===== src/rtl/state_countdown.sv =====
// state_countdown: counts a BCD MM:SS value down to 00:00, one second per tick, while the
// global state machine sits in stateID. Raises finished at 00:00 and holds it until the
// state is left and re-entered.
//
// Optional feature, enabled by defining STATE_COUNTDOWN_BLINK_EN: once finished, each tick
// toggles a blink flag that forces the display output to all-ones (blank on the display).
module state_countdown #(
  parameter logic [2:0] stateID = 3'd2
) (
  input  logic        clk,
  input  logic        reset,
  input  logic [2:0]  currentState,
  input  logic [15:0] digitsIn,
  input  logic        tick,
  input  logic        pause,
  output logic [15:0] digitsOut,
  output logic        running,
  output logic        finished
);

  logic [15:0] digits_q, digits_d;
  logic        paused_q, paused_d;
  logic        finished_q, finished_d;
  logic [2:0]  prev_state_q, prev_state_d;

  logic        in_state;
  logic        entry;
  logic        at_zero;
  logic [15:0] loaded;
  logic [15:0] decremented;

  // Clamp each digit to its legal range: tens-of-minutes/seconds to 5, units to 9.
  function automatic logic [15:0] clamp_bcd(input logic [15:0] d);
    logic [3:0] m1, m0, s1, s0;
    m1 = (d[15:12] > 4'd5) ? 4'd5 : d[15:12];
    m0 = (d[11:8]  > 4'd9) ? 4'd9 : d[11:8];
    s1 = (d[7:4]   > 4'd5) ? 4'd5 : d[7:4];
    s0 = (d[3:0]   > 4'd9) ? 4'd9 : d[3:0];
    return {m1, m0, s1, s0};
  endfunction

  // Subtract one second in BCD MM:SS; the caller guarantees the value is non-zero.
  function automatic logic [15:0] dec_bcd(input logic [15:0] d);
    logic [3:0] m1, m0, s1, s0;
    {m1, m0, s1, s0} = d;
    if (s0 != 4'd0) begin
      s0 = s0 - 4'd1;
    end else begin
      s0 = 4'd9;
      if (s1 != 4'd0) begin
        s1 = s1 - 4'd1;
      end else begin
        s1 = 4'd5;
        if (m0 != 4'd0) begin
          m0 = m0 - 4'd1;
        end else begin
          m0 = 4'd9;
          m1 = m1 - 4'd1;
        end
      end
    end
    return {m1, m0, s1, s0};
  endfunction

  assign in_state    = (currentState == stateID);
  assign entry       = in_state && (prev_state_q != stateID);
  assign at_zero     = (digits_q == 16'h0000);
  assign loaded      = clamp_bcd(digitsIn);
  assign decremented = dec_bcd(digits_q);

  // Next-state: entry reload, pause toggle (wins over tick), decrement and zero detection.
  always_comb begin
    digits_d     = digits_q;
    paused_d     = paused_q;
    finished_d   = finished_q;
    prev_state_d = currentState;
    if (entry) begin
      // Ticks and pauses arriving on the entry cycle are dropped.
      digits_d   = loaded;
      paused_d   = 1'b0;
      finished_d = 1'b0;
    end else if (in_state && !finished_q) begin
      if (pause) begin
        paused_d = !paused_q;
      end else if (tick && !paused_q && !at_zero) begin
        digits_d = decremented;
        if (decremented == 16'h0000) begin
          finished_d = 1'b1;
        end
      end
      // Covers a 00:00 load: finished rises on the cycle after entry.
      if (at_zero) begin
        finished_d = 1'b1;
      end
    end
  end

  // State registers with synchronous reset.
  always_ff @(posedge clk) begin
    if (reset) begin
      digits_q     <= 16'h0000;
      paused_q     <= 1'b0;
      finished_q   <= 1'b0;
      prev_state_q <= 3'd0;
    end else begin
      digits_q     <= digits_d;
      paused_q     <= paused_d;
      finished_q   <= finished_d;
      prev_state_q <= prev_state_d;
    end
  end

  assign running  = in_state && !paused_q && !finished_q;
  assign finished = finished_q;

`ifdef STATE_COUNTDOWN_BLINK_EN
  logic blink_q, blink_d;

  // Blink toggles per tick once finished; cleared on entry so a fresh count shows digits.
  always_comb begin
    blink_d = blink_q;
    if (entry) begin
      blink_d = 1'b0;
    end else if (in_state && finished_q && tick) begin
      blink_d = !blink_q;
    end
  end

  // Blink register with synchronous reset.
  always_ff @(posedge clk) begin
    if (reset) begin
      blink_q <= 1'b0;
    end else begin
      blink_q <= blink_d;
    end
  end

  assign digitsOut = blink_q ? 16'hFFFF : digits_q;
`else
  assign digitsOut = digits_q;
`endif

endmodule


===== config.mk =====
export PLATFORM = sky130hd
export DESIGN_NAME = state_countdown
export DESIGN_NICKNAME = d
export VERILOG_FILES = /design/src/rtl/state_countdown.sv
export SDC_FILE = /design/constraint.sdc
export NUM_CORES = 1
export LEC_CHECK = 0
export CAP_MARGIN = 20
export CORE_UTILIZATION = 30
export CTS_CLUSTER_DIAMETER = 200
export CTS_CLUSTER_SIZE = 28
export DETAILED_ROUTE_END_ITERATION = 8
export PLACE_DENSITY_LB_ADDON = 0.05
export SYNTH_ARGS = -nofsm -noshare
export SYNTH_HDL_FRONTEND = slang
export SYNTH_SLANG_ARGS = --single-unit

===== constraint.sdc =====
create_clock -name clk -period 2.5 [get_ports clk]
set_clock_uncertainty 0.1 [all_clocks]
set_input_delay 0.5 -clock clk [delete_from_list [all_inputs] [get_ports clk]]
set_output_delay 0.5 -clock clk [all_outputs]
set_load 0.05 [all_outputs]

==> flow_summary.json <==
{
  "insertion_delay_ps": 260,
  "power.total_mw": 0.813,
  "leakage_nw": 0.656,
  "avgSynthCellArea_um2": 8.42,
  "critPathLaunchType": "primary input",
  "initial_core_util": 0.317,
  "rsz0062_at_grt": "false",
  "yosysTopAreaCellShare": 0.357,
  "die_w_um": 64.7,
  "report.final.setup_viol": 0,
  "cts_sinks": 21,
  "worst-path-buf-inv": 3,
  "cp.arrival_ps": 1810,
  "drt-initial-drc-count": 35,
  "wl_um": 3380,
  "clockBufferDepth": 2,
  "layout-drive-gt1-share": 0.150,
  "crit_type": "in2out",
  "place.gp.congestion": 0.743,
  "endpoint_kind": "output pin",
  "post-place-cells": 243,
  "drv_cap": 0,
  "wl_per_cell_um": 13.6,
  "syn_area_um2": 1180,
  "cp_cell_sequence": "clkdlybuf4s50_1 -> nor4b_4 -> buf_4 -> nor2b_1 -> buf_12",
  "p_per_area_nw_per_um2": 445,
  "detailed_place_hpwl_um": 2630,
  "ys_types": 43,
  "antenna_cells": 0,
  "cts_hold_buf": 0,
  "grt_pass1_vias": 1192,
  "startpoint": "currentState[2]",
  "route.vias.total": 1304,
  "ys_warn_count": 0,
  "path_delay_family": "buffers and inverters",
  "syn_inst": 140,
  "worstPathRequired_ps": 1900,
  "grt_pass1_wl_um": 5640,
  "final_nets": 226,
  "die_y_um": 64.7,
  "clockRootBuffer": "clkbuf_8",
  "ys_seq_area_frac": 0.357,
  "layout_min_cycle_time_ps": 2410,
  "h-tree-depth": 1,
  "max-slew-margin-rel": 0.588,
  "portBuffers": 40,
  "hold_viol": 0,
  "antenna_found_initial": 0,
  "status": "finished, final reports clean",
  "ios": 41,
  "rows": 22,
  "yosys_register_bits": 21,
  "tightestPinTransition_ps": 614,
  "synth-edff-count": 0,
  "gr-usage-all-layers": 0.176,
  "reg2reg_from": "digitsOut[12]",
  "die_area_um2": 4180,
  "tns_ps": 0,
  "syn-num-nets": 165,
  "drc_errors": 0,
  "crit_path_max_incr_delay_ps": 480,
  "numCtsBuffers": 3,
  "first_pass_iters": 4,
  "peakVddDrop_mv": 0.166,
  "hp-start": "digitsOut[7]",
  "clk_pin_slew_ps": 80,
  "ant_nets": 0,
  "viasPerCell": 5.26,
  "fmax_mhz": 416,
  "syn_to_final_growth_pct": 55.0,
  "layoutNonFillerInstCount": 248,
  "core-area_um2": 3720,
  "yosysTopAreaCell": "dfxtp_1",
  "synthTopCellsByArea": "dfxtp_1, nor3_1, nor2_1",
  "cts_tree": "built",
  "grt_overflow_total": 0,
  "synthFlopType": "dfxtp_1",
  "grt_max_degree": 14,
  "hold_class": "reg2reg",
  "drv_slew": 0,
  "period_share": 0.962,
  "synthArstFlopShare": 0,
  "cp_slowest_cell": "clkdlybuf4s50_1",
  "critPathMaxFanout": 3
}
[synthesized netlist by cell type (2+ instances only)]
master / count
o31ai_1: 2
nand2_1: 8
nor3b_1: 3
clkbuf_1: 3
nor2_1: 15
nand3_1: 6
or3_1: 2
o21ai_0: 4
nor4_1: 3
nand4_1: 2
xor2_1: 2
nand2b_1: 2
inv_1: 4
nor3_1: 13
o21a_1: 2
a21oi_1: 7
or4_1: 4
nor2b_1: 6
ha_1: 2
mux2i_1: 2
dfxtp_1: 21
a211oi_1: 4
xnor2_1: 3
[path summary, 6_finish.rpt]
| path | slack (ps) | cells past startpoint | to |
|---|---|---|---|
| worst max-delay path | 90 | 5 | running |
| worst min-delay path | 380 | 2 | digitsOut[7] |
| worst max register to register | 360 | 7 | digitsOut[5] |
| worst min register to register | 380 | 2 | digitsOut[7] |
[what timing repair did]
item / 4_1_cts / 5_1_grt
gates resized for setup: 0 / 1
setup endpoints to repair: 0 / 2
buffers inserted: 0 / 1
[report_power, final]
group	switching, mW	leakage [nW]	internal (mW)
clock	0.111	0.0228	0.113
sequential	0.0183	0.171	0.347
combinational	0.117	0.462	0.106
total	0.246	0.656	0.567
[flip-flops by register name, indices dropped and copies added, names as in the netlist]
register and flops:
finished 1, prev_state_q 3, paused_q 1, digitsOut 16
[worst reg2reg max path: stages, from the launching register on]
cell and delay [ps]:
dfxtp_1 410, inv_1 80, ha_1 210, nor3b_1 150, and4_1 250, or4_4 420
or4_1 400, nand3_1 70
[metrics by stage]
stage	instance area, um^2	util	hold WS [ps]	setup slack [ps]
after floorplan	1180	-	421	17.4
after global placement	1770	0.477	380	-86.9
after detailed placement	1770	0.477	370	-164
after CTS	1820	0.489	384	41.7
after global routing	1830	0.492	406	1.08
final	1830	0.492	383	94.4
[per-layer routing]
metal,wire (um),part of all wire,track usage
met4,22,0.0065,0.0583
met1,1630,0.48,0.227
met3,107,0.032,0.0264
met2,1620,0.48,0.299
met5,0,0,0
[cell type report]
cell class / instances / area, um^2
Sequential cell: 21 / 420
Timing Repair Buffer: 59 / 553
Tap cell: 48 / 60.1
Multi-Input combinational cell: 112 / 733
Inverter: 4 / 15.0
Fill cell: 367 / 1890
Clock buffer: 4 / 45.0
[cell usage in the layout, fill, tap and decap left out, types with 2 or more instances in the layout]
| master | n |
|---|---|
| clkbuf_8 | 3 |
| ha_1 | 2 |
| o31ai_1 | 2 |
| a211oi_1 | 4 |
| or3_1 | 2 |
| nand4_1 | 2 |
| o21ai_0 | 4 |
| xnor2_1 | 3 |
| inv_1 | 4 |
| xor2_1 | 2 |
| or4_1 | 4 |
| clkdlybuf4s50_1 | 39 |
| dfxtp_1 | 21 |
| buf_4 | 19 |
| o21a_1 | 2 |
| nor3_1 | 13 |
| nand2b_1 | 2 |
| nand2_1 | 8 |
| nor2b_1 | 6 |
| nor2_1 | 15 |
| mux2i_1 | 2 |
| nor4_1 | 3 |
| nor3b_1 | 3 |
| nand3_1 | 6 |
| a21oi_1 | 7 |
[logic make-up (layout without fill, tap and decap cells)]
family                   Yosys count  after routing  synth area share
adder cells (fa/ha/maj)            2              2            0.0212
XOR/XNOR                           5              5            0.0372
AO/OA/AOI/OAI                     31             31             0.180
AND/OR/NAND/NOR                   72             72             0.365
multiplexers                       2              2            0.0170
flip-flops                        21             21             0.357
buffers and inverters              7             67            0.0223
Power figures use the tool's default switching activity.
